<file path="config.mk">
export PLATFORM = sky130hd
export DESIGN_NAME = sd_spi_card_responder
export DESIGN_NICKNAME = d
export VERILOG_FILES = /design/src/rtl/sd_spi_card_responder.sv
export SDC_FILE = /design/constraint.sdc
export NUM_CORES = 1
export LEC_CHECK = 0
export BUFFER_PORTS_ARGS = -buffer_cell sky130_fd_sc_hd__buf_2
export CAP_MARGIN = 20
export CORE_ASPECT_RATIO = 0.5
export CORE_UTILIZATION = 40
export DETAILED_ROUTE_END_ITERATION = 8
export GPL_TIMING_DRIVEN = 1
export PLACE_DENSITY = 0.61
export SLEW_MARGIN = 20
export SYNTH_ARGS = -nofsm -noshare
export SYNTH_HDL_FRONTEND = slang
export SYNTH_SLANG_ARGS = --single-unit
</file>
<file path="constraint.sdc">
create_clock -name clk -period 3.9 [get_ports clk]
set_input_delay 0.195 -clock clk [delete_from_list [all_inputs] [get_ports clk]]
set_output_delay 0.195 -clock clk [all_outputs]
set_load 0.02 [all_outputs]
</file>
<file path="src/rtl/sd_spi_card_responder.sv">
// SPI-mode SD card responder: decodes 48-bit command frames on DI and answers
// R1/R3/R7 on DO after an NCR gap, tracking a minimal idle/app/busy card state.
`timescale 1ns/1ps
module sd_spi_card_responder #(
  parameter int unsigned NCR_BYTES         = 1,
  parameter int unsigned ACMD41_BUSY_COUNT = 2,
  parameter logic        CCS               = 1'b1,
  parameter logic        CHECK_CRC         = 1'b1
) (
  input  logic        clk,
  input  logic        reset,
  input  logic        SCLK,
  input  logic        CS,
  input  logic        DI,
  output logic        DO,
  output logic        cmd_valid,
  output logic [5:0]  cmd_index,
  output logic [31:0] cmd_arg,
  output logic        card_ready
);

  typedef enum logic [2:0] {
    ST_HUNT,
    ST_RECV,
    ST_DECODE,
    ST_GAP,
    ST_RESP
  } state_t;

  state_t      state_q, state_d;
  logic [2:0]  sclk_sync_q, sclk_sync_d;
  logic [1:0]  cs_sync_q, cs_sync_d;
  logic [1:0]  di_sync_q, di_sync_d;
  logic [47:0] shift_q, shift_d;
  logic [5:0]  cnt_q, cnt_d;
  logic [6:0]  gap_q, gap_d;
  logic [39:0] resp_q, resp_d;
  logic [5:0]  rlen_q, rlen_d;
  logic        do_q, do_d;
  logic        valid_q, valid_d;
  logic [5:0]  index_q, index_d;
  logic [31:0] arg_q, arg_d;
  logic        idle_q, idle_d;
  logic        app_q, app_d;
  logic [7:0]  busy_q, busy_d;

  logic        sclk_rise, sclk_fall, cs_high, di_s;
  logic [5:0]  frm_idx;
  logic [31:0] frm_arg;
  logic        crc_bad;
  logic [7:0]  r1;
  logic [39:0] rsp_long;
  logic        is_long;

  function automatic logic [6:0] crc7(input logic [39:0] d);
    logic [6:0] c;
    logic       fb;
    c = '0;
    for (int unsigned i = 0; i < 40; i++) begin
      fb = d[39-i] ^ c[6];
      c  = {c[5:0], 1'b0};
      if (fb) c = c ^ 7'h09;
    end
    return c;
  endfunction

  assign sclk_rise  = sclk_sync_q[1] & ~sclk_sync_q[2];
  assign sclk_fall  = ~sclk_sync_q[1] & sclk_sync_q[2];
  assign cs_high    = cs_sync_q[1];
  assign di_s       = di_sync_q[1];
  assign frm_idx    = shift_q[45:40];
  assign frm_arg    = shift_q[39:8];
  assign crc_bad    = CHECK_CRC && (frm_idx == 6'd0 || frm_idx == 6'd8) &&
                      (crc7(shift_q[47:8]) != shift_q[7:1]);

  assign DO         = do_q;
  assign cmd_valid  = valid_q;
  assign cmd_index  = index_q;
  assign cmd_arg    = arg_q;
  assign card_ready = ~idle_q;

  always_comb begin
    state_d     = state_q;
    sclk_sync_d = {sclk_sync_q[1:0], SCLK};
    cs_sync_d   = {cs_sync_q[0], CS};
    di_sync_d   = {di_sync_q[0], DI};
    shift_d     = shift_q;
    cnt_d       = cnt_q;
    gap_d       = gap_q;
    resp_d      = resp_q;
    rlen_d      = rlen_q;
    do_d        = do_q;
    valid_d     = 1'b0;
    index_d     = index_q;
    arg_d       = arg_q;
    idle_d      = idle_q;
    app_d       = app_q;
    busy_d      = busy_q;
    r1          = {5'b0, 1'b1, 1'b0, idle_q};
    rsp_long    = '0;
    is_long     = 1'b0;

    case (state_q)
      ST_HUNT: begin
        do_d = 1'b1;
        if (!cs_high && sclk_rise && !di_s) begin
          shift_d = {shift_q[46:0], di_s};
          cnt_d   = 6'd46;
          state_d = ST_RECV;
        end
      end
      ST_RECV: begin
        if (sclk_rise) begin
          shift_d = {shift_q[46:0], di_s};
          if (cnt_q == 6'd0) state_d = ST_DECODE;
          else               cnt_d   = cnt_q - 6'd1;
        end
      end
      ST_DECODE: begin
        valid_d = 1'b1;
        index_d = frm_idx;
        arg_d   = frm_arg;
        // CRC error takes priority over framing errors so a zeroed CRC byte reports 0x08.
        if (crc_bad) begin
          r1 = {4'b0, 1'b1, 2'b0, idle_q};
        end else if (shift_q[46] && shift_q[0]) begin
          app_d = 1'b0;
          case (frm_idx)
            6'd0: begin
              idle_d = 1'b1;
              busy_d = 8'(ACMD41_BUSY_COUNT);
              r1     = 8'h01;
            end
            6'd8: begin
              r1       = {7'b0, idle_q};
              is_long  = 1'b1;
              rsp_long = {r1, 20'h0, frm_arg[11:0]};
            end
            6'd55: begin
              app_d = 1'b1;
              r1    = {7'b0, idle_q};
            end
            6'd41: begin
              if (app_q) begin
                if (busy_q != 8'd0) begin
                  busy_d = busy_q - 8'd1;
                  r1     = 8'h01;
                end else begin
                  idle_d = 1'b0;
                  r1     = 8'h00;
                end
              end
            end
            6'd58: begin
              r1       = {7'b0, idle_q};
              is_long  = 1'b1;
              rsp_long = {r1, ~idle_q, CCS, 6'b0, 9'h1FF, 15'h0};
            end
            default: ;
          endcase
        end
        resp_d  = is_long ? rsp_long : {r1, 32'h0};
        rlen_d  = is_long ? 6'd40 : 6'd8;
        gap_d   = 7'(NCR_BYTES * 8);
        state_d = ST_GAP;
      end
      ST_GAP: begin
        if (sclk_fall) begin
          do_d = 1'b1;
          if (gap_q == 7'd1) state_d = ST_RESP;
          else               gap_d   = gap_q - 7'd1;
        end
      end
      ST_RESP: begin
        if (sclk_fall) begin
          if (rlen_q == 6'd0) begin
            do_d    = 1'b1;
            state_d = ST_HUNT;
          end else begin
            do_d   = resp_q[39];
            resp_d = {resp_q[38:0], 1'b0};
            rlen_d = rlen_q - 6'd1;
          end
        end
      end
      default: state_d = ST_HUNT;
    endcase

    // Abort overrides the transfer but keeps any card-state update made in DECODE.
    if (state_q != ST_HUNT && cs_high) begin
      state_d = ST_HUNT;
      do_d    = 1'b1;
    end
  end

  always_ff @(posedge clk or negedge reset) begin
    if (!reset) begin
      state_q     <= ST_HUNT;
      sclk_sync_q <= '0;
      cs_sync_q   <= '1;
      di_sync_q   <= '1;
      shift_q     <= '0;
      cnt_q       <= '0;
      gap_q       <= '0;
      resp_q      <= '0;
      rlen_q      <= '0;
      do_q        <= 1'b1;
      valid_q     <= 1'b0;
      index_q     <= '0;
      arg_q       <= '0;
      idle_q      <= 1'b1;
      app_q       <= 1'b0;
      busy_q      <= 8'(ACMD41_BUSY_COUNT);
    end else begin
      state_q     <= state_d;
      sclk_sync_q <= sclk_sync_d;
      cs_sync_q   <= cs_sync_d;
      di_sync_q   <= di_sync_d;
      shift_q     <= shift_d;
      cnt_q       <= cnt_d;
      gap_q       <= gap_d;
      resp_q      <= resp_d;
      rlen_q      <= rlen_d;
      do_q        <= do_d;
      valid_q     <= valid_d;
      index_q     <= index_d;
      arg_q       <= arg_d;
      idle_q      <= idle_d;
      app_q       <= app_d;
      busy_q      <= busy_d;
    end
  end

endmodule

</file>
==> out/qor.csv, run 1 <==
metric,value,unit
hold_path.class,reg2reg,
die-height,103,µm
clock_skew,0.0103,ns
drc,0,
yosys-top-cells-area,"dfrtp_1, nand2_1, mux2_2",
clk_pin_slew,0.06,ns
fin_tns_setup,0,ns
row_count,36,
synth.distinct_cells,65,
intPower,3.35,mW
slew_viol_final,0,
io_buffers,45,
track_usage,16.8,%
area_delta_synth_final,14.1,%
syn-cell-area,8130,µm²
root_buffer,clkbuf_16,
async_flop_share,100,%
grt_pass1_wl,27400,µm
totalWireLength,16400,µm
antenna_found_initial,0,
ant_nets,0,
start_kind,flop,
ys_seq_area_share,51.5,%
seqPwrFrac,44.7,%
vias,5514,
critPathKind,reg2reg,
p_switching,1.61,mW
period_needed,3.63,ns
top_layer_used,met4,
clkPwrFrac,33.3,%
wl_met2,7370,µm
slew_headroom,35.3,%
dieWidth,204,µm
synth_ff_type,dfrtp_1,
cts-buffers-inserted,17,
whs,0.355,ns
grt_max_degree,88,
setup_viol,0,
syn_nets,784,
met1Wirelength,8270,µm
power_density,535,nW/µm²
dp_hpwl,10700,µm
synth_area_leader_cell,dfrtp_1,
yosysMostFrequentCell,nand2_1,
firstDrtPassIters,5,
crit_required,4.26,ns
cts_setup_buffers,0,
synth_common_cells,"nand2_1, dfrtp_1, nor2_1",
io_pins,46,
cts_tree,built,
gp_congestion,0.820,
wl_per_cell,15.0,µm
drt_iter0_drc,308,
worst_pin_slew,0.966,ns
syn_inst,771,
hold_violations,0,
fin_nets,825,
cap_violations,0,
worstPathArrival,3.99,ns
synth_edf_count,0,
drive_gt1_share,20.1,%
synth_top_area_share,49.3,%
leakage,4.55,nW
syn-mean-instance-area,10.5,µm²
rsz0062_at_grt,no,
cts_sinks,167,
diodes,0,
start_util,41.3,%
switching_share,32.4,%
cts-resized-gates,0,
htree_num_levels,4,
grt_pass1_vias,5409,
peakVddDrop,0.239,mV
fin_crit_sh,93.1,%
p_comb_share,22.0,%
vias_per_cell,5.05,
clk_path_buf_depth,2,
timing.fmax,276,MHz
fp.dieArea,20900,µm²
core,19700,µm²
ys_warn_count,0,
outcome,finished clean,
end_kind,flop,
met3_wirelength,623,µm
gr-total-overflow,0,
synth-seq-cells,167,
insertion_delay,0.44,ns
crit_fanout,8,
==> worst max-delay path, cell delays in order (launching register included) <==
cell	delay [ns]
dfrtp_1	0.49
xor3_1	0.52
xor2_1	0.17
xnor3_1	0.48
xnor2_1	0.32
nand3_1	0.12
mux4_2	0.52
mux2i_4	0.21
a21oi_2	0.16
nor3_4	0.22
mux2_1	0.34
==> logic make-up (layout without fill, tap and decap cells) <==
logic type	after synthesis	after routing	share of synthesized area [%]
AO/OA/AOI/OAI	89	89	7.18
XOR/XNOR	83	83	12.9
adder cells (fa/ha/maj)	8	8	1.23
buffers and inverters	58	112	2.80
flip-flops	167	167	51.5
multiplexers	53	53	7.73
AND/OR/NAND/NOR	313	313	16.6
==> registers in the layout, summed over array words and instances (netlist names) <==
register / flops
shift_q: 48
resp_q: 40
cmd_arg: 32
busy_q: 8
gap_q: 7
cmd_index: 6
cnt_q: 6
rlen_q: 6
sclk_sync_q: 3
state_q: 3
cs_sync_q: 2
di_sync_q: 2
DO: 1
app_q: 1
cmd_valid: 1
idle_q: 1
==> path summary, 6_finish.rpt <==
path / end / cells past startpoint / startpoint / slack, ns
worst min-delay path: sclk_sync_q[1] / 0 / sclk_sync_q[0] / 0.35
worst max register to register: busy_q[1] / 10 / shift_q[41] / 0.27
worst max-delay path: busy_q[1] / 10 / shift_q[41] / 0.27
max in group asynchronous: cs_sync_q[1] / 3 / reset / 2.58
worst min register to register: sclk_sync_q[1] / 0 / sclk_sync_q[0] / 0.35
min in group asynchronous: shift_q[43] / 2 / reset / 0.39
==> final cells by class <==
class,count,area (µm²)
multi-input cells,546,3730
clock inverters,12,115
clock buffers,20,457
well taps,266,333
fillers,1852,10400
inverters,18,67.6
repair buffers,62,382
flip-flops and latches,167,4190
==> what timing repair did <==
item	in CTS	in global routing
setup endpoints to repair	0	0
hold buffers	4	0
endpoints found under the hold margin	89	0
==> metal layers <==
metal	up-vias	track usage [%]
met5	-	0
met4	0	4.45
met3	8	4.68
met2	91	25.8
met1	2724	23.4
li1	2691	-
==> placed cells by master (no fill, tap or decap), types with 3 or more instances in the layout <==
master         Yosys  layout
a21oi_1           30      30
a221oi_1          11      11
a31oi_1            8       8
buf_2              5      44
buf_4              1      12
clkbuf_16          0      17
clkinv_2           0       3
dfrtp_1          160     160
dfstp_2            7       7
dlygate4sd3_1      0       4
ha_1               8       8
inv_1             17      17
inv_6              0       4
mux2_2            47      47
nand2_1          177     177
nand2b_1           4       4
nand3_1           37      37
nor2_1            55      54
nor3_1            15      14
nor4_1             5       5
o21ai_0           17      17
o31ai_1            3       3
xnor2_1           41      41
xnor3_1           13      13
xnor3_2            3       3
xor2_1            18      18
==> metrics by stage <==
stage | power [mW] | cell area, µm² | util [%] | instances | setup slack [ns]
2_1_floorplan | 3.04 | 8130 | - | 771 | 0.459
3_3_place_gp | 3.30 | 8660 | 44.0 | 1055 | 0.385
3_5_place_dp | 3.34 | 8660 | 44.0 | 1055 | 0.282
4_1_cts | 5.02 | 9270 | 47.1 | 1091 | 0.279
5_1_grt | 5.25 | 9270 | 47.1 | 1091 | 0.0689
6_report | 4.96 | 9270 | 47.1 | 1091 | 0.271
==> power by group through the flow <==
stage               registers (mW)  logic, mW  clock network (mW)
finish                        2.21       1.09                1.65
global route                  2.25       1.24                1.76
CTS                           2.21       1.11                1.69
detailed placement            2.24       1.10                   0
global placement              2.23       1.06                   0
floorplan                     2.18      0.865                   0
Note: power is estimated with default switching activity, not from simulation.
==> run 2, diff against run 1 <==
--- a/config.mk
+++ b/config.mk
@@ -7,11 +7,13 @@
 export LEC_CHECK = 0
 export BUFFER_PORTS_ARGS = -buffer_cell sky130_fd_sc_hd__buf_2
 export CAP_MARGIN = 20
+export CELL_PAD_IN_SITES_DETAIL_PLACEMENT = 1
+export CELL_PAD_IN_SITES_GLOBAL_PLACEMENT = 2
 export CORE_ASPECT_RATIO = 0.5
 export CORE_UTILIZATION = 40
 export DETAILED_ROUTE_END_ITERATION = 8
 export GPL_TIMING_DRIVEN = 1
-export PLACE_DENSITY = 0.61
+export PLACE_DENSITY = 0.84
 export SLEW_MARGIN = 20
 export SYNTH_ARGS = -nofsm -noshare
 export SYNTH_HDL_FRONTEND = slang
==> run 2 against run 1 <==
Net effect: clock skew up 0.0028 ns; critical path depth unchanged; register-to-register slack worse by 0.02 ns; total power up 0.69%; clock power about the same; via count up 2.2%; highest routed layer unchanged; design area up 0.36%; core utilization up 0.17 points; flip-flop and latch count unchanged; hold slack better by 0.00078 ns.
==> out/qor.csv, run 2 (synthesis results as in run 1) <==
metric,value,unit,change
drc,0,,unchanged
crit_required,4.26,ns,about the same
totalWireLength,18500,µm,+13%
firstDrtPassIters,4,,-1
grt_pass1_vias,5958,,+10%
timing.fmax,274,MHz,-0.50%
crit_fanout,7,,-1
root_buffer,clkbuf_16,,
hold_violations,0,,unchanged
wl_per_cell,17.0,µm,+13%
critPathKind,reg2reg,,
gr-total-overflow,0,,unchanged
worst_hold_path.num_cells,0,,unchanged
peakVddDrop,0.312,mV,+30%
diodes,0,,unchanged
io_buffers,45,,unchanged
clock_skew,0.0131,ns,+0.00280 ns
fin_nets,825,,unchanged
setup_viol,0,,unchanged
cts_sinks,167,,unchanged
critPathLaunch,shift_q[47],,
dp_hpwl,12400,µm,+15%
largest_reg_flops,48,,unchanged
worstPathArrival,4.00,ns,about the same
gp_congestion,0.791,,-3.4%
outcome,finished clean,,
end_kind,flop,,
final_cell_mix,"nand2_1, dfrtp_1, nor2_1",,
vias,5637,,+2.2%
leakage,4.56,nW,+0.16%
grt_pass1_wl,31500,µm,+15%
clk_path_buf_depth,2,,unchanged
final_common_cell,nand2_1,,
start_kind,flop,,
htree_num_levels,4,,unchanged
top_register,shift_q,,
rrSetupSlack,0.25,ns,-0.02 ns
insertion_delay,0.44,ns,about the same
io_pins,46,,unchanged
core,19700,µm²,unchanged
dieWidth,204,µm,unchanged
ant_nets,0,,unchanged
hold_path.class,reg2reg,,
grt_max_degree,107,,+22%
antenna_found_initial,0,,unchanged
clk_pin_slew,0.07,ns,about the same
rsz0062_at_grt,no,,
r2r_cells,10,,unchanged
timing.rr.end,busy_q[1],,
fillers,2185,,+18%
vias_per_cell,5.17,,+2.2%
cap_violations,0,,unchanged
drt_iter0_drc,271,,-12%
row_count,36,,unchanged
fin_crit_sh,93.5,%,+0.47 points
worst_pin_slew,0.961,ns,-0.00535 ns
slew_viol_final,0,,unchanged
slew_headroom,35.7,%,+0.36 points
power_density,537,nW/µm²,+0.33%
period_needed,3.65,ns,+0.0182 ns
start_util,41.3,%,unchanged
fp.dieArea,20900,µm²,unchanged
drive_gt1_share,20.8,%,+0.73 points
p_total,4.99,mW,+0.69%
r2r-start,shift_q[47],,
die-height,103,µm,unchanged
cts-buffers-inserted,17,,unchanged
track_usage,19.3,%,+2.5 points
area_delta_synth_final,14.5,%,
endpoint,busy_q[1],,
cts_tree,built,,
fin_tns_setup,0,ns,unchanged
run 2: per-layer routing:
layer	track usage [%]	share of wire [%]
met1	26.7	50
met4	5.03	0.83
met3	4.33	2.3
met5	0	0
met2	30.9	47
run 2: worst min path at each step:
stage,start,endpoint,slack (ns)
detailed placement,DI,di_sync_q[0],0.30
global placement,SCLK,sclk_sync_q[0],0.31
global route,cs_sync_q[0],cs_sync_q[1],0.37
CTS,cs_sync_q[0],cs_sync_q[1],0.36
floorplan,reset,app_q,-0.10
finish,cs_sync_q[0],cs_sync_q[1],0.36
run 2: power by group:
group	internal [mW]	leakage [nW]	switching, mW
combinational	0.434	2.08	0.678
clock	0.915	0.280	0.745
sequential	2.00	2.21	0.224
total	3.35	4.56	1.65
run 2: through the flow:
step	cell area, µm²	cells	utilization [%]	hold slack (ns)	worst slack (ns)
floorplan	8130	771	-	-0.101	0.459
global placement	8660	1055	44.0	0.306	0.363
detailed placement	8660	1055	44.0	0.303	0.188
CTS	9280	1091	47.2	0.360	0.134
global route	9300	1091	47.3	0.367	0.0473
finish	9300	1091	47.3	0.356	0.253
run 2: worst max-delay path, stage by stage, from the launching register on:
cell	delay (ns)
dfrtp_1	0.41
xnor2_1	0.38
xnor3_1	0.47
xnor3_2	0.47
xnor2_1	0.24
xnor3_1	0.29
mux4_2	0.33
mux2i_4	0.23
a21oi_2	0.16
nor3_4	0.23
mux2_1	0.34
run 2: final cells by class:
cell class	count	area [µm²]	area share [%]
well taps	266	333	3.58
clock inverters	13	139	1.49
flip-flops and latches	167	4190	45.1
clock buffers	19	443	4.76
repair buffers	62	384	4.13
multi-input cells	546	3750	40.3
inverters	18	67.6	0.726
run 2: what timing repair did:
action / CTS / global route
buffers inserted: 0 / 0
endpoints found under the hold margin: 101 / 0
hold buffers: 4 / 0
resized for setup: 0 / 5
setup endpoints to repair: 0 / 20
==> run 3, diff against run 2 <==
--- a/config.mk
+++ b/config.mk
@@ -10,10 +10,11 @@
 export CELL_PAD_IN_SITES_DETAIL_PLACEMENT = 1
 export CELL_PAD_IN_SITES_GLOBAL_PLACEMENT = 2
 export CORE_ASPECT_RATIO = 0.5
-export CORE_UTILIZATION = 40
+export CORE_UTILIZATION = 44
 export DETAILED_ROUTE_END_ITERATION = 8
 export GPL_TIMING_DRIVEN = 1
-export PLACE_DENSITY = 0.84
+export PLACE_DENSITY = 0.9
+export REMOVE_ABC_BUFFERS = 1
 export SLEW_MARGIN = 20
 export SYNTH_ARGS = -nofsm -noshare
 export SYNTH_HDL_FRONTEND = slang
==> constraint.sdc (replaced) <==
create_clock -name clk -period 4.4 [get_ports clk]
set_input_delay 0.22 -clock clk [delete_from_list [all_inputs] [get_ports clk]]
set_output_delay 0.22 -clock clk [all_outputs]
set_load 0.02 [all_outputs]
==> run 3 against run 2 <==
Net effect: non-clock buffer count shrank 1; total power shrank 9.0%; register-to-register slack gained 0.20 ns; clock power shrank 6%; routed wire length grew 2.8%; highest routed layer unchanged; largest cell class unchanged; largest power group unchanged.
==> out/qor.csv, run 3 (synthesis results as in run 1) <==
metric,value,unit,change
vias,5673,,+0.64%
totalWireLength,19000,µm,+2.8%
clk_path_buf_depth,2,,unchanged
fin_tns_setup,0,ns,unchanged
cts_sinks,167,,unchanged
dieWidth,194,µm,-4.6%
hold_violations,0,,unchanged
dp_hpwl,12500,µm,+1.3%
intPower,3.02,mW,-9.6%
drt_iter0_drc,302,,+11%
seqPwrFrac,43.5,%,-1.0 points
top_register,shift_q,,
die-height,98.1,µm,-4.6%
core,17700,µm²,-10%
slew_viol_final,0,,unchanged
clkPwrFrac,34.4,%,+1.1 points
worst_slack,0.452,ns,+0.199 ns
ant_nets,0,,unchanged
track_usage,21.5,%,+2.2 points
drc,0,,unchanged
clk_pin_slew,0.07,ns,about the same
fillers,1953,,-11%
grt_pass1_wl,32000,µm,+1.6%
worst_pin_slew,0.899,ns,-0.0624 ns
placed_cells,1022,,-3.1%
hold_path.class,reg2reg,,
area_delta_synth_final,13.7,%,
timing.fmax,253,MHz,-7.6%
dp_slack,0.535,ns,+0.347 ns
switching_share,33.4,%,+0.41 points
vias_per_cell,5.36,,+3.8%
cts-buffers-inserted,17,,unchanged
start_util,45.9,%,+4.6 points
outcome,finished clean,,
grt_pass1_vias,6073,,+1.9%
worstPathArrival,4.31,ns,+0.31 ns
fin_crit_sh,89.7,%,-3.8 points
cts-resized-gates,0,,unchanged
htree_num_levels,4,,unchanged
gr-total-overflow,0,,unchanged
antenna_found_initial,0,,unchanged
setup_viol,0,,unchanged
diodes,0,,unchanged
critPathKind,reg2reg,,
start_kind,flop,,
instances_no_fill,1058,,-3.0%
end_kind,flop,,
rsz0062_at_grt,no,,
insertion_delay,0.43,ns,about the same
seq_area,4190,µm²,about the same
root_buffer,clkbuf_16,,
largest_reg_flops,48,,unchanged
clock_skew,0.0124,ns,-0.000670 ns
p_switching,1.52,mW,-7.9%
grt_max_degree,98,,-8.4%
final_common_cell,nand2_1,,
leakage,4.56,nW,-0.14%
drive_gt1_share,20.1,%,-0.70 points
fin_nets,824,,-0.12%
period_needed,3.95,ns,+0.301 ns
crit_fanout,9,,+2
fp.dieArea,19000,µm²,-9.0%
cts_tree,built,,
io_buffers,45,,unchanged
final_cell_mix,"nand2_1, dfrtp_1, nor2_1",,
cap_violations,0,,unchanged
firstDrtPassIters,4,,unchanged
multi_input_area,3730,µm²,-0.40%
gp_congestion,0.792,,about the same
slew_headroom,40.1,%,+4.4 points
p_comb_share,22.1,%,-0.2 points
final_util,52.2,%,+5.0 points
wl_per_cell,18.0,µm,+6.0%
peakVddDrop,0.231,mV,-26%
crit_required,4.76,ns,+0.50 ns
power_density,491,nW/µm²,-8.4%
io_pins,46,,unchanged
row_count,34,,-5.6%
## run 3: cell count changes in the layout (fill, tap and decap cells not counted), sizes merged
| cell | change |
|---|---|
| bufinv | +1 |
| clkinv | -3 |
| clkbuf | -1 |
| inv | +2 |
## run 3: metrics by stage
step	area (µm²)	hold WS (ns)	total power, mW
after floorplan	7970	-0.0756	2.67
after global placement	8600	0.334	2.93
after detailed placement	8600	0.334	2.99
after CTS	9240	0.358	4.59
after global routing	9240	0.359	4.79
final	9240	0.357	4.54
## run 3: routing by layer
layer | up-vias | global-route usage (%) | part of all wire [%]
li1 | 2701 | - | -
met1 | 2905 | 29.5 | 49
met2 | 52 | 34.6 | 48
met3 | 15 | 4.11 | 2.7
met4 | 0 | 7.33 | 0.95
met5 | - | 0 | 0
## run 3: layout make-up
cell class | instances | area share (%)
Sequential cell | 167 | 45.3
Multi-Input combinational cell | 546 | 40.4
Clock buffer | 19 | 4.79
Timing Repair Buffer | 61 | 3.91
Tap cell | 234 | 3.17
Clock inverter | 13 | 1.71
Inverter | 18 | 0.731
## run 3: path summary, 6_finish.rpt
path	from	end	slack, ns	depth (start not counted)
max	shift_q[40]	busy_q[1]	0.45	10
max in group asynchronous	reset	resp_q[21]	2.90	3
min	cs_sync_q[0]	cs_sync_q[1]	0.36	0
min reg2reg	cs_sync_q[0]	cs_sync_q[1]	0.36	0
max reg2reg	shift_q[40]	busy_q[1]	0.45	10
min in group asynchronous	reset	shift_q[27]	0.45	2
## run 3: power groups by stage
stage / Sequential (mW) / Clock, mW / Combinational (mW)
floorplan: 1.94 / 0 / 0.730
global placement: 1.98 / 0 / 0.952
detailed placement: 2.00 / 0 / 0.993
CTS: 1.98 / 1.60 / 1.02
finish: 1.98 / 1.56 / 1.00
global route: 2.01 / 1.65 / 1.13
## run 3: worst max-delay path: stages, from the launching register on
cell and delay, ns:
dfrtp_1 0.55, xnor3_2 0.53, xnor3_2 0.46, xnor2_4 0.20, xnor2_1 0.36, nand3_1 0.14, mux4_2 0.52, mux2i_4 0.21
a21oi_2 0.16, nor3_4 0.38, mux2_1 0.36
## run 3: repair_timing
action / CTS / global route
hold buffers: 4 / 0
endpoints found under the hold margin: 92 / 0
setup buffers: 0 / 0
